### src/rtl/player_ctl.sv
// Player sprite position controller: horizontal walking with edge saturation and a
// three-state jump/gravity machine, advanced once per frame on the rising edge of vblnk.
module player_ctl #(
  parameter int unsigned X_START  = 10,
  parameter int unsigned X_MIN    = 0,
  parameter int unsigned X_MAX    = 958,
  parameter int unsigned GROUND_Y = 292,
  parameter int unsigned STEP     = 4,
  parameter int unsigned JUMP_V0  = 16,
  parameter int unsigned GRAVITY  = 1,
  parameter int unsigned VMAX     = 16
) (
  input  logic       clk,
  input  logic       rst,
  input  logic       vblnk,
  input  logic       en,
  input  logic       btn_left,
  input  logic       btn_right,
  input  logic       btn_jump,
  output logic [9:0] player_xpos,
  output logic [9:0] player_ypos,
  output logic       airborne
);

  localparam int unsigned XW = 10;
  localparam int unsigned VW = 6;
  localparam int unsigned AW = 11;

  typedef enum logic [1:0] {
    ST_GROUND = 2'd0,
    ST_RISE   = 2'd1,
    ST_FALL   = 2'd2
  } state_t;

  state_t          state_q, state_d;
  logic [XW-1:0]   x_q, x_d;
  logic [XW-1:0]   y_q, y_d;
  logic [VW-1:0]   vel_q, vel_d;
  logic            airborne_q, airborne_d;
  logic            vblnk_q;

  logic            tick_c;
  logic            step_c;
  logic [AW-1:0]   x_ext_c;
  logic [AW-1:0]   y_ext_c;
  logic [AW-1:0]   vel_ext_c;
  logic [AW-1:0]   x_left_c;
  logic [AW-1:0]   x_right_c;
  logic [AW-1:0]   x_sum_c;
  logic [AW-1:0]   vel_sum_c;
  logic [AW-1:0]   vel_fall_c;
  logic [AW-1:0]   y_fall_c;

  assign tick_c = vblnk & ~vblnk_q;
  assign step_c = tick_c & en;

  // Horizontal candidates, all in 11 bits so the left step can never wrap below zero
  always_comb begin
    x_ext_c   = AW'(x_q);
    x_sum_c   = x_ext_c + AW'(STEP);
    if (x_ext_c < (AW'(X_MIN) + AW'(STEP))) begin
      x_left_c = AW'(X_MIN);
    end else begin
      x_left_c = x_ext_c - AW'(STEP);
    end
    if (x_sum_c > AW'(X_MAX)) begin
      x_right_c = AW'(X_MAX);
    end else begin
      x_right_c = x_sum_c;
    end
  end

  // Fall candidates: capped velocity and the resulting landing test operand
  always_comb begin
    y_ext_c   = AW'(y_q);
    vel_ext_c = AW'(vel_q);
    vel_sum_c = vel_ext_c + AW'(GRAVITY);
    if (vel_sum_c > AW'(VMAX)) begin
      vel_fall_c = AW'(VMAX);
    end else begin
      vel_fall_c = vel_sum_c;
    end
    y_fall_c = y_ext_c + vel_fall_c;
  end

  always_comb begin
    state_d    = state_q;
    x_d        = x_q;
    y_d        = y_q;
    vel_d      = vel_q;
    airborne_d = airborne_q;

    if (step_c) begin
      if (btn_left && !btn_right) begin
        x_d = XW'(x_left_c);
      end else if (btn_right && !btn_left) begin
        x_d = XW'(x_right_c);
      end

      case (state_q)
        ST_GROUND: begin
          if (btn_jump) begin
            state_d = ST_RISE;
            vel_d   = VW'(JUMP_V0);
          end else begin
            y_d   = XW'(GROUND_Y);
            vel_d = '0;
          end
        end
        ST_RISE: begin
          if (vel_ext_c > y_ext_c) begin
            // Ceiling hit: clamp to the top and start falling from rest
            y_d     = '0;
            vel_d   = '0;
            state_d = ST_FALL;
          end else begin
            y_d = XW'(y_ext_c - vel_ext_c);
            if (vel_ext_c <= AW'(GRAVITY)) begin
              vel_d   = '0;
              state_d = ST_FALL;
            end else begin
              vel_d = VW'(vel_ext_c - AW'(GRAVITY));
            end
          end
        end
        ST_FALL: begin
          if (y_fall_c >= AW'(GROUND_Y)) begin
            y_d     = XW'(GROUND_Y);
            vel_d   = '0;
            state_d = ST_GROUND;
          end else begin
            y_d   = XW'(y_fall_c);
            vel_d = VW'(vel_fall_c);
          end
        end
        default: begin
          y_d     = XW'(GROUND_Y);
          vel_d   = '0;
          state_d = ST_GROUND;
        end
      endcase

      airborne_d = (state_d != ST_GROUND);
    end
  end

  always_ff @(posedge clk) begin
    if (rst) begin
      vblnk_q    <= 1'b0;
      state_q    <= ST_GROUND;
      x_q        <= XW'(X_START);
      y_q        <= XW'(GROUND_Y);
      vel_q      <= '0;
      airborne_q <= 1'b0;
    end else begin
      vblnk_q    <= vblnk;
      state_q    <= state_d;
      x_q        <= x_d;
      y_q        <= y_d;
      vel_q      <= vel_d;
      airborne_q <= airborne_d;
    end
  end

  assign player_xpos = x_q;
  assign player_ypos = y_q;
  assign airborne    = airborne_q;

endmodule

### config.mk
export PLATFORM = sky130hd
export DESIGN_NAME = player_ctl
export DESIGN_NICKNAME = d
export VERILOG_FILES = /design/src/rtl/player_ctl.sv
export SDC_FILE = /design/constraint.sdc
export NUM_CORES = 1
export LEC_CHECK = 0
export ABC_AREA = 1
export BUFFER_PORTS_ARGS = -buffer_cell sky130_fd_sc_hd__buf_2
export CAP_MARGIN = 20
export CORE_MARGIN = 2
export CORE_UTILIZATION = 49
export DETAILED_ROUTE_END_ITERATION = 16
export PLACE_DENSITY_LB_ADDON = 0.08
export SYNTH_ARGS = -nofsm -noshare
export SYNTH_HDL_FRONTEND = slang
export SYNTH_SLANG_ARGS = --single-unit
### constraint.sdc
create_clock -name clk -period 2.9 [get_ports clk]
set_input_delay 0.145 -clock clk [delete_from_list [all_inputs] [get_ports clk]]
set_output_delay 0.145 -clock clk [all_outputs]
set_load 0.03 [all_outputs]
==> results.yml <==
run_status:
  status: "complete, but fails checks"
  violations: "setup timing"
setup_path:
  critPathBufInv: 2
  reg2regPathDepth: 20
  cp.depth: 20
  endpoint_kind: "flop"
  cp-endpoint: "player_ypos[1]"
  cpPeakStageDelay_ns: 0.39
  crit_chain: "ha_4 > nand2_4 > inv_2 > nand4_1 > nand3_4 > nor2_4 > ha_4 > fa_2 > nand3_2 > nand4_1 > nand2_1 > nand3_2 > nand2_1 > nand3_2 > nand2_4 > nand2_4 > buf_12 > nor3_4 > nand2_1 > a21oi_2"
  required_ns: 3.12
  slowest_stage: "dfxtp_4"
  critPathTopFamily: "simple AND/OR/NAND/NOR gates"
  reg2reg_from: "vel_q[0]"
  r2r-end: "player_ypos[1]"
  path_max_fanout: 7
  crit_arrival_ns: 3.14
  worst_setup_path_start_kind: "flop"
  critPathLaunch: "vel_q[0]"
  critPathKind: "reg -> reg"
  rrSetupSlack_ns: -0.02
global_route:
  grt_max_degree: 23
  grt_pass1_vias: 2710
  grt_use_total_pct: 24.4
  grt.overflow.total: 0
  antenna_found_initial: 0
  grt_first_pass_wirelength_um: 12600
place:
  place_hpwl_um: 5920
  placed_cells: 568
  place_area_um2: 3300
  gp_congestion: 0.836
  io_buffers: 26
floorplan:
  dieArea_um2: 6670
  die_h_um: 81.7
  initial_core_util_pct: 50.2
  die_w_um: 81.7
  ios: 28
  rows: 28
  coreArea_um2: 5890
final_layout:
  final.fill_count: 545
  area_growth_pct: 28.7
  final_layout_size_suffix_gt1_share_pct: 32.3
  nets: 544
  final_core_util_pct: 64.6
  seqCellArea_um2: 597
  final_cell_mix: "nand2_1 (98), inv_1 (51), nand3_1 (30), a21oi_1 (28), nor2_1 (28)"
  finalNonFillerCells: 586
  n_antenna_cell: 0
  multi_input_area_um2: 2370
  final_common_cell: "nand2_1"
  fin_area_um2: 3800
synth:
  syn-mean-instance-area_um2: 6.51
  synth_top_area_share_pct: 19.6
  synthCells: 454
  synth_cell_types: 45
  synth-seq-cells: 29
  synth_area_um2: 2960
  yosysWarnings: 0
  synth_area_leader_cell: "dfxtp_1"
  synth_area_leaders: "dfxtp_1 (20%), nand2_1 (14%), ha_1 (11%), inv_1 (7.1%), nand3_1 (7.1%)"
  ys_seq_area_share_pct: 19.6
drt:
  drt_iter0_drc: 127
  vias: 3112
  wirelength_um: 8240
  vias_per_cell: 5.31
  dr.pass1.iters: 4
  wl_per_cell_um: 14.1
  drtAntennaViolNets: 0
  drc: 0
clock_tree:
  cts_tree: "done"
  cts_buffers: 5
  htree_levels: 2
  clockBufferDepth: 2
  clk_latency_ns: 0.29
  hold_buffers: 0
  cts_sinks: 29
  clk_pin_slew_worst_paths_ns: 0.07
  root_buffer: "clkbuf_8"
sta:
  setup_viol: 8
  final_max_slew_viol_count: 0
  hold_violations: 0
  fin_crit_ns: 2.92
  worst_pin_slew_ns: 0.578
  fmax_mhz: 342
  min_period_over_period_pct: 101
  setup_ws_ns: -0.0201
  finalClockSkew_ns: 0.00864
  relSlewSlack_pct: 61.3
  setup_tns_ns: -0.0836
  rsz0062_at_grt: "true"
pwr:
  power_mw: 1.00
  cellPowerDensity_nw_per_um2: 263
  vdd_drop_max_uv: 159
  p_leak_nw: 1.72
min_path:
  min_path_type: "in -> reg"
flow_run:
  maxCapViolCount: 0
==> area by class of cell <==
class	instances	share of cell area [%]
tap	75	2.47
clock inverter	2	0.263
inverter	63	6.25
sequential	29	15.7
timing repair buffer	59	11.0
clock buffer	6	1.91
multi-input combinational	352	62.4
==> report_power, final <==
| part | internal (mW) | switching [mW] |
|---|---|---|
| sequential | 0.406 | 0.0172 |
| combinational | 0.0924 | 0.151 |
| clock | 0.166 | 0.168 |
==> kinds of logic after synthesis <==
kind of cell               Yosys count  synth area share (%)
adders and majority gates           27                  11.9
AOI/OAI and AO/OA                   78                  16.3
buffers and inverters               75                  10.3
DFF                                 29                  19.6
xor gates and xnor gates            20                  6.18
other                                1                 0.127
and+or+nand+nor                    224                  35.5
==> tightest hold or removal path, stage by stage <==
cell	delay, ns
buf_2	0.10
inv_1	0.04
nor2_1	0.03
==> sequential cells by signal (all words and copies together) (netlist names) <==
signal,flops
player_ypos,10
state_q,2
airborne,1
vblnk_q,1
player_xpos,9
vel_q,6
==> synth_stat cells, drive strengths merged <==
cell      n
xor2     17
fa        2
a211oi    3
or2       2
o21a      1
a31oi     3
a21oi    40
ha       25
dfxtp    29
nand3b    4
clkinv    2
buf       8
nor4      1
nor3b     1
o22ai     1
clkbuf    4
a22o      2
xnor2     3
nand4     8
nor3      7
nand3    47
inv      61
nor2     35
o31ai     1
o21ai    26
a21o      1
conb      1
nand2   119
==> layer usage <==
metal,share of wire (%),global-route usage (%)
met2,47,40.3
met5,0,0
met1,46,34.0
met4,2.0,4.83
met3,4.5,3.41
==> worst min path at each step <==
stage	from	endpoint	slack (ns)	cells after the start
detailed placement	vblnk	vblnk_q	0.37	3
floorplan	vblnk	vblnk_q	0.25	2
global placement	vblnk	vblnk_q	0.36	3
global route	vblnk	vblnk_q	0.09	3
finish	vblnk	vblnk_q	0.08	3
CTS	vblnk	vblnk_q	0.08	3
==> through the flow <==
step	hold WS, ns	setup slack [ns]
after floorplan	0.252	0.0404
after global placement	0.362	-0.00371
after detailed placement	0.373	-0.139
after CTS	0.0769	0.00730
after global routing	0.0947	-0.224
final	0.0812	-0.0201
==> repair_timing <==
| action | CTS | global route |
|---|---|---|
| pin swaps | 6 | 19 |
| gates resized for setup | 17 | 64 |
| setup endpoints to repair | 16 | 17 |
| setup buffers | 1 | 9 |
No activity file was read; power rests on OpenSTA's default activity.
